==> src/rtl/memory_bus_arbiter.sv <==
// memory_bus_arbiter: arbitrates a CPU core and a debug loader onto one single-port memory bus
// Ports:
//   i_clk, i_reset                  clock, synchronous active-high reset
//   i_cpu_req/we/addr/wdata         CPU transfer request (level), direction, word address, write data
//   i_dbg_req/we/addr/wdata         debug loader transfer request, same meaning
//   o_cpu_ack, o_dbg_ack            one-cycle transfer-complete pulse to the winning requester
//   o_rdata                         registered read data shared by both requesters
//   o_mem_addr, o_mem_wdata         memory address / write data (from the latched request)
//   o_mem_re, o_mem_we              memory strobes, only during ACCESS and never together
//   i_mem_rdata                     memory read data, captured on the last ACCESS edge
//   o_busy                          high whenever the FSM is not IDLE
// Optional: define ARB_ROUND_ROBIN_EN to alternate simultaneous grants; otherwise DBG always wins.
module memory_bus_arbiter #(
    parameter int WAIT_STATES = 1
) (
    input  logic        i_clk,
    input  logic        i_reset,
    input  logic        i_cpu_req,
    input  logic        i_cpu_we,
    input  logic [15:0] i_cpu_addr,
    input  logic [15:0] i_cpu_wdata,
    input  logic        i_dbg_req,
    input  logic        i_dbg_we,
    input  logic [15:0] i_dbg_addr,
    input  logic [15:0] i_dbg_wdata,
    output logic        o_cpu_ack,
    output logic        o_dbg_ack,
    output logic [15:0] o_rdata,
    output logic [15:0] o_mem_addr,
    output logic [15:0] o_mem_wdata,
    output logic        o_mem_re,
    output logic        o_mem_we,
    input  logic [15:0] i_mem_rdata,
    output logic        o_busy
);
    typedef enum logic [1:0] {IDLE, ACCESS, ACK} state_t;
    localparam logic [2:0] LAST_CNT = 3'(WAIT_STATES);
    state_t      r_state, w_next;
    logic [2:0]  r_cnt;
    logic        r_dbg, r_we;
    logic [15:0] r_addr, r_wdata, r_rdata;
    logic        w_req, w_grant_dbg, w_dbg_pri, w_last, w_start;
`ifdef ARB_ROUND_ROBIN_EN
    logic r_last_dbg;
    // last grant resets to CPU, so the first contested grant goes to DBG
    always_ff @(posedge i_clk) begin
        if (i_reset) r_last_dbg <= 1'b0;
        else if (w_start) r_last_dbg <= w_grant_dbg;
    end
    assign w_dbg_pri = ~r_last_dbg;
`else
    assign w_dbg_pri = 1'b1;
`endif
    assign w_req       = i_cpu_req | i_dbg_req;
    assign w_start     = (r_state == IDLE) && w_req;
    assign w_grant_dbg = i_dbg_req & (~i_cpu_req | w_dbg_pri);
    assign w_last      = r_cnt == LAST_CNT;
    always_ff @(posedge i_clk) begin
        if (i_reset) r_state <= IDLE;
        else r_state <= w_next;
    end
    always_comb begin
        w_next = IDLE;
        if (r_state == IDLE) w_next = w_req ? ACCESS : IDLE;
        else if (r_state == ACCESS) w_next = w_last ? ACK : ACCESS;
    end
    always_ff @(posedge i_clk) begin
        if (i_reset) begin
            r_cnt   <= 3'd0;
            r_dbg   <= 1'b0;
            r_we    <= 1'b0;
            r_addr  <= 16'd0;
            r_wdata <= 16'd0;
            r_rdata <= 16'd0;
        end else begin
            if (w_start) begin
                r_cnt   <= 3'd0;
                r_dbg   <= w_grant_dbg;
                r_we    <= w_grant_dbg ? i_dbg_we : i_cpu_we;
                r_addr  <= w_grant_dbg ? i_dbg_addr : i_cpu_addr;
                r_wdata <= w_grant_dbg ? i_dbg_wdata : i_cpu_wdata;
            end
            if (r_state == ACCESS) begin
                r_cnt <= r_cnt + 3'd1;
                if (w_last && !r_we) r_rdata <= i_mem_rdata;
            end
        end
    end
    assign o_busy      = r_state != IDLE;
    assign o_mem_re    = (r_state == ACCESS) && !r_we;
    assign o_mem_we    = (r_state == ACCESS) && r_we;
    assign o_cpu_ack   = (r_state == ACK) && !r_dbg;
    assign o_dbg_ack   = (r_state == ACK) && r_dbg;
    assign o_rdata     = r_rdata;
    assign o_mem_addr  = r_addr;
    assign o_mem_wdata = r_wdata;
endmodule

==> config.mk <==
export PLATFORM = sky130hd
export DESIGN_NAME = memory_bus_arbiter
export DESIGN_NICKNAME = d
export VERILOG_FILES = /design/src/rtl/memory_bus_arbiter.sv
export SDC_FILE = /design/constraint.sdc
export NUM_CORES = 1
export LEC_CHECK = 0
export CAP_MARGIN = 40
export CORE_ASPECT_RATIO = 1.25
export CORE_MARGIN = 2
export CORE_UTILIZATION = 36
export CTS_BUF_LIST = sky130_fd_sc_hd__clkbuf_8
export CTS_CLUSTER_SIZE = 14
export DETAILED_ROUTE_END_ITERATION = 6
export PLACE_DENSITY = 0.86
export SLEW_MARGIN = 15
export SYNTH_ARGS = -nofsm -noshare
export SYNTH_HDL_FRONTEND = slang
export SYNTH_SLANG_ARGS = --single-unit
==> constraint.sdc <==
create_clock -name i_clk -period 1.4 [get_ports i_clk]
set_input_delay 0.21 -clock i_clk [delete_from_list [all_inputs] [get_ports i_clk]]
set_output_delay 0.21 -clock i_clk [all_outputs]
set_load 0.02 [all_outputs]
======== Word-level counts from Yosys, hierarchy flattened ========
Index checks and enable logic that the tools add are counted.
storage, ports and cells
  register bits ........................... 55
  input bits .............................. 86
cells by class
  add/sub/neg operators ................... 1
  equal/unequal tests ..................... 3
  mux-type cells .......................... 9
  bitwise gates (word level) .............. 1
  reduce and logical (&&, ||, !) cells .... 12
operators by type and width
  cell                                                 count
  two-way mux 16 bit                                   2
  logical AND 1 bit                                    6
  two-way mux 2 bit                                    3
  two-way mux 3 bit                                    2
  nonzero test 2 bit                                   2
  adder 3 x 1 -> 3 bit, second input constant          1
  equality test 3 x 1 -> 1 bit, second input constant  1
  equality test 2 x 1 -> 1 bit, second input constant  1
  equality test 2 bit, second input constant           1
  logical NOT 1 bit                                    2
  logical NOT 2 bit                                    1
  two-way mux 1 bit                                    2
  AND reduction 2 bit                                  1
  bitwise OR 1 bit                                     1

======== Logic depth before layout (Yosys ltp) ========
  depth after elaboration ................. 4
  depth in mapped cells ................... 6

======== Worst setup path after synthesis ========
OpenSTA, ideal clock, no wires.
  path kind ............................... reg2reg
  start ................................... register r_cnt[0]
  end ..................................... register r_rdata[10], in the netlist o_rdata[10]
  library setup time ...................... 0.072 ns
  arrival time ............................ 1.288 ns
  data required time ...................... 1.328 ns
  slack ................................... 0.041 ns
  stages on the path, launching flop included .. 6
  path through ............................ dfxtp_1 > ha_1 > nand2b_1 > nor3_4 > buf_8 > mux2i_1
between the ends
  cells in the longest elaborated chain, start to end .. 3
RTL lines
  what                                  RTL line  text
  start: declaration                    39        logic [2:0] r_cnt;
  start signal: assignment              84        r_cnt <= r_cnt + 3'd1;
  equality test 3 x 1 -> 1 bit          57        assign w_last = r_cnt == LAST_CNT;
  logical AND 1 bit                     85        if (w_last && !r_we) r_rdata <= i_mem_rdata;
  AND reduction 2 bit (no source line)  -
  end signal: assignment                85
  end: declaration                      41        logic [15:0] r_addr, r_wdata, r_rdata;
Every way passes these cells.
A chain may end at the register's enable or synchronous reset.

======== Worst setup path after layout ========
  start ................................... register r_state[0]
  end ..................................... register r_rdata[10], in the netlist o_rdata[10]
between the ends
  cells in the longest elaborated chain, start to end .. 2
RTL lines
  what                                  RTL line  text
  start: declaration                    38        state_t r_state, w_next;
  start signal: assignment              60        else r_state <= w_next;
  equality test 2 x 1 -> 1 bit          83        if (r_state == ACCESS) begin
  AND reduction 2 bit (no source line)  -
Every way passes these cells.

==> metrics.txt <==
# TYPE chip_impl_metric gauge
chip_impl_info{name="outcome",value="finished, final reports clean"} 1
chip_impl_metric{name="timing.clock.skew",unit="ps"} 6.98
chip_impl_metric{name="post-place-ws",unit="ps"} -88.5
chip_impl_info{name="timing.critical_path.cells",value="buf_6, nand2b_4, buf_6, nor3_4, buf_6, buf_16, mux2i_1"} 1
chip_impl_metric{name="slew_headroom",unit="%"} 81.1
chip_impl_info{name="tritoncts_clock_tree",value="yes"} 1
chip_impl_metric{name="maxClockFrequency",unit="GHz"} 0.717
chip_impl_metric{name="route.detailed.wl_per_inst",unit="um"} 15.0
chip_impl_metric{name="finalMaxSlewViolations",unit=""} 0
chip_impl_metric{name="critPathBufInv",unit=""} 4
chip_impl_metric{name="avgSynthCellArea",unit="um^2"} 9.90
chip_impl_metric{name="worst-r2r-setup-slack",unit="ps"} 5
chip_impl_info{name="layout_common_cells",value="clkdlybuf4s50_1 (83), dfxtp_1 (52), mux2i_1 (49)"} 1
chip_impl_metric{name="initialDrtViolationCount",unit=""} 54
chip_impl_info{name="worst_hold_path_type",value="in2reg"} 1
chip_impl_metric{name="post-layout-total-power",unit="mW"} 3.89
chip_impl_metric{name="crit_required",unit="ps"} 1620
chip_impl_metric{name="tightest_hold_margin",unit="ps"} 212
chip_impl_metric{name="path_depth",unit=""} 7
chip_impl_metric{name="cellPowerDensity",unit="nW/um^2"} 931
chip_impl_metric{name="finalCritPeriodShare",unit="%"} 99.6
chip_impl_metric{name="cts_inserted_buffers",unit=""} 5
chip_impl_metric{name="grt_pass1_vias",unit=""} 2433
chip_impl_metric{name="crit_arrival",unit="ps"} 1620
chip_impl_metric{name="cts.sink_count",unit=""} 55
chip_impl_metric{name="antenna_violating_nets_post_route",unit=""} 0
chip_impl_info{name="timing_worst_setup_path_type",value="reg2reg"} 1
chip_impl_metric{name="final_core_utilization",unit="%"} 60.7
chip_impl_metric{name="worst_setup_hold_path_clk_slew",unit="ps"} 90
chip_impl_metric{name="dr_total_vias",unit=""} 2470
chip_impl_metric{name="final_setup_violation_count",unit=""} 0
chip_impl_metric{name="grt_antenna_before_repair",unit=""} 0
chip_impl_info{name="cts_root_buffer",value="clkbuf_8"} 1
chip_impl_metric{name="floorplan.initialDensity",unit="%"} 36.8
chip_impl_metric{name="grt_max_degree",unit=""} 72
chip_impl_metric{name="final.min_clock_period",unit="ps"} 1390
chip_impl_metric{name="detail_route.drc_violations",unit=""} 0
chip_impl_metric{name="core_area",unit="um^2"} 6890
chip_impl_metric{name="gp_routability_congestion",unit=""} 0.769
chip_impl_metric{name="worst-r2r-cell-count",unit=""} 7
chip_impl_metric{name="port-buffer-count",unit=""} 138
chip_impl_info{name="crit_family",value="buffers and inverters"} 1
chip_impl_info{name="critical_path.slowest_cell",value="dfxtp_4"} 1
chip_impl_info{name="worstSetupEndpointType",value="flip-flop"} 1
chip_impl_metric{name="grt_use_total",unit="%"} 18.5
chip_impl_metric{name="synth_cell_type_count",unit=""} 28
chip_impl_info{name="start_kind",value="flip-flop"} 1
chip_impl_metric{name="layout_setup_ws",unit="ps"} 5.29
chip_impl_metric{name="die_w",unit="um"} 79.1
chip_impl_metric{name="synthCells",unit=""} 256
chip_impl_metric{name="timing.critical_path.fanout_max",unit=""} 8
chip_impl_metric{name="layout_net_count",unit=""} 484
chip_impl_metric{name="ant_cells",unit=""} 0
chip_impl_metric{name="fin_cells",unit=""} 487
chip_impl_metric{name="placed_cells",unit=""} 475
chip_impl_metric{name="global_route_wire_length_before_repair",unit="mm"} 11.5
chip_impl_metric{name="power_leakage",unit="nW"} 1.81
chip_impl_metric{name="die_area",unit="um^2"} 7730
chip_impl_metric{name="areaGrowthSynthToFinish",unit="%"} 65.0
chip_impl_metric{name="drt_pass1_iterations",unit=""} 4
chip_impl_metric{name="worstSkewPairLatency",unit="ps"} 300
chip_impl_metric{name="drt-vias-per-instance",unit=""} 5.07
chip_impl_info{name="critical-path-top-cell-by-count",value="buf_6"} 1
chip_impl_metric{name="cts_htree_levels",unit=""} 2
chip_impl_metric{name="timing.critical_path.slowest_cell_delay",unit="ps"} 370
chip_impl_metric{name="synth-warning-count",unit=""} 0
chip_impl_metric{name="ys_ff_latch",unit=""} 55
chip_impl_metric{name="clockBufferDepth",unit=""} 2
chip_impl_info{name="layout_commonest_cell",value="clkdlybuf4s50_1"} 1
chip_impl_metric{name="slew_at_the_pin_closest_to_its_max_slew_limit",unit="ps"} 283
chip_impl_metric{name="global_route.overflow_total",unit=""} 0
chip_impl_info{name="rsz0062_at_grt",value="yes"} 1
chip_impl_metric{name="syn-num-nets",unit=""} 344
chip_impl_metric{name="synth.yosys.seq_area_share",unit="%"} 43.4
chip_impl_metric{name="drive_above_1_share",unit="%"} 11.1
chip_impl_metric{name="post_synth_instance_area",unit="um^2"} 2530
chip_impl_metric{name="wirelength",unit="mm"} 7.32
chip_impl_metric{name="boundaryPins",unit=""} 139
chip_impl_metric{name="die_height",unit="um"} 97.8
chip_impl_metric{name="hold_violations",unit=""} 0
chip_impl_metric{name="ir_drop_worst_case_vdd",unit="uV"} 496
chip_impl_metric{name="rows",unit=""} 34
chip_impl_metric{name="cells_on_worst_hold_path",unit=""} 3
chip_impl_metric{name="cap_violations",unit=""} 0
chip_impl_metric{name="dpl.hpwl",unit="mm"} 5.18
-- stage by stage --
| stage | cell area [um^2] | TNS [ps] |
|---|---|---|
| floorplan | 2530 | 0 |
| global placement | 4080 | -220 |
| detailed placement | 4080 | -1900 |
| CTS | 4160 | -919 |
| global route | 4180 | -132 |
| finish | 4180 | 0 |
-- worst paths after layout --
| path | end | startpoint |
|---|---|---|
| setup / recovery | o_rdata[10] | r_state[0] |
| hold reg to reg | o_rdata[14] | o_rdata[14] |
| setup reg to reg | o_rdata[10] | r_state[0] |
| hold / removal | r_dbg | i_dbg_req |
-- power by group --
| group | leakage (nW) | switching, mW | total [mW] | internal (mW) |
|---|---|---|---|---|
| Combinational | 1.30 | 0.574 | 1.18 | 0.607 |
| Sequential | 0.455 | 0.0753 | 1.78 | 1.70 |
| Clock | 0.0557 | 0.492 | 0.938 | 0.446 |
-- flip-flops by register name (all words and copies together) (netlist names) --
name,count
o_mem_addr,16
r_cnt,3
o_rdata,16
r_state,2
o_mem_wdata,16
r_dbg,1
r_we,1
-- timing repair --
action,4_1_cts,5_1_grt
endpoints found under the setup margin,64,53
gates cloned,1,0
setup buffers,1,3
hold buffers,0,0
pin swaps,1,1
resized for setup,69,16
-- worst reg2reg max path: stages (launching register included) --
cell and delay, ps:
dfxtp_4 370, buf_6 120, nand2b_4 50, buf_6 120, nor3_4 190, buf_6 140
buf_16 130, mux2i_1 200
-- cells by family (layout without fill, tap and decap cells) --
family / Yosys count / in the layout / synth area share [%]
mux: 49 / 49 / 19.3
flops: 55 / 55 / 43.4
compound gates: 73 / 73 / 18.0
simple gates: 51 / 51 / 13.2
xor+xnor: 1 / 1 / 0.346
buf+inv: 25 / 166 / 4.69
fa+ha+maj: 2 / 2 / 0.987
-- area by class of cell --
class | instances | area, um^2
tap | 90 | 113
timing repair buffer | 156 | 1520
multi-input combinational | 176 | 1340
clock buffer | 7 | 96.3
clock inverter | 1 | 3.75
fill | 615 | 2710
inverter | 2 | 7.51
sequential | 55 | 1110
-- Yosys cell counts --
master | instances | area (um^2)
dfxtp_1 | 55 | 1100
mux2i_1 | 49 | 490
a21oi_1 | 36 | 180
nand2b_1 | 35 | 219
a211oi_1 | 33 | 248
buf_2 | 11 | 55.1
clkbuf_1 | 11 | 41.3
nor2_1 | 3 | 11.3
ha_1 | 2 | 25.0
nor3_1 | 2 | 10.0
o211ai_1 | 2 | 15.0
a22oi_1 | 1 | 7.51
and2_1 | 1 | 6.26
and3b_2 | 1 | 10.0
buf_8 | 1 | 15.0
inv_1 | 1 | 3.75
inv_2 | 1 | 3.75
nand2_1 | 1 | 3.75
nand2b_4 | 1 | 13.8
nand3b_1 | 1 | 7.51
nor2_2 | 1 | 6.26
nor2_4 | 1 | 11.3
nor2b_1 | 1 | 6.26
nor3_4 | 1 | 16.3
nor3b_1 | 1 | 7.51
o21ai_0 | 1 | 5.00
or2_1 | 1 | 6.26
xor2_1 | 1 | 8.76
-- metal layers --
metal	track usage, %	part of all wire (%)	wire, um	vias to the layer above
li1	-	-	-	1200
met1	21.2	40	2910	1145
met2	33.6	52	3780	113
met3	3.97	6.8	499	12
met4	5.84	1.7	127	0
met5	0	0	0	-
Note: power is estimated with default switching activity, not from simulation.
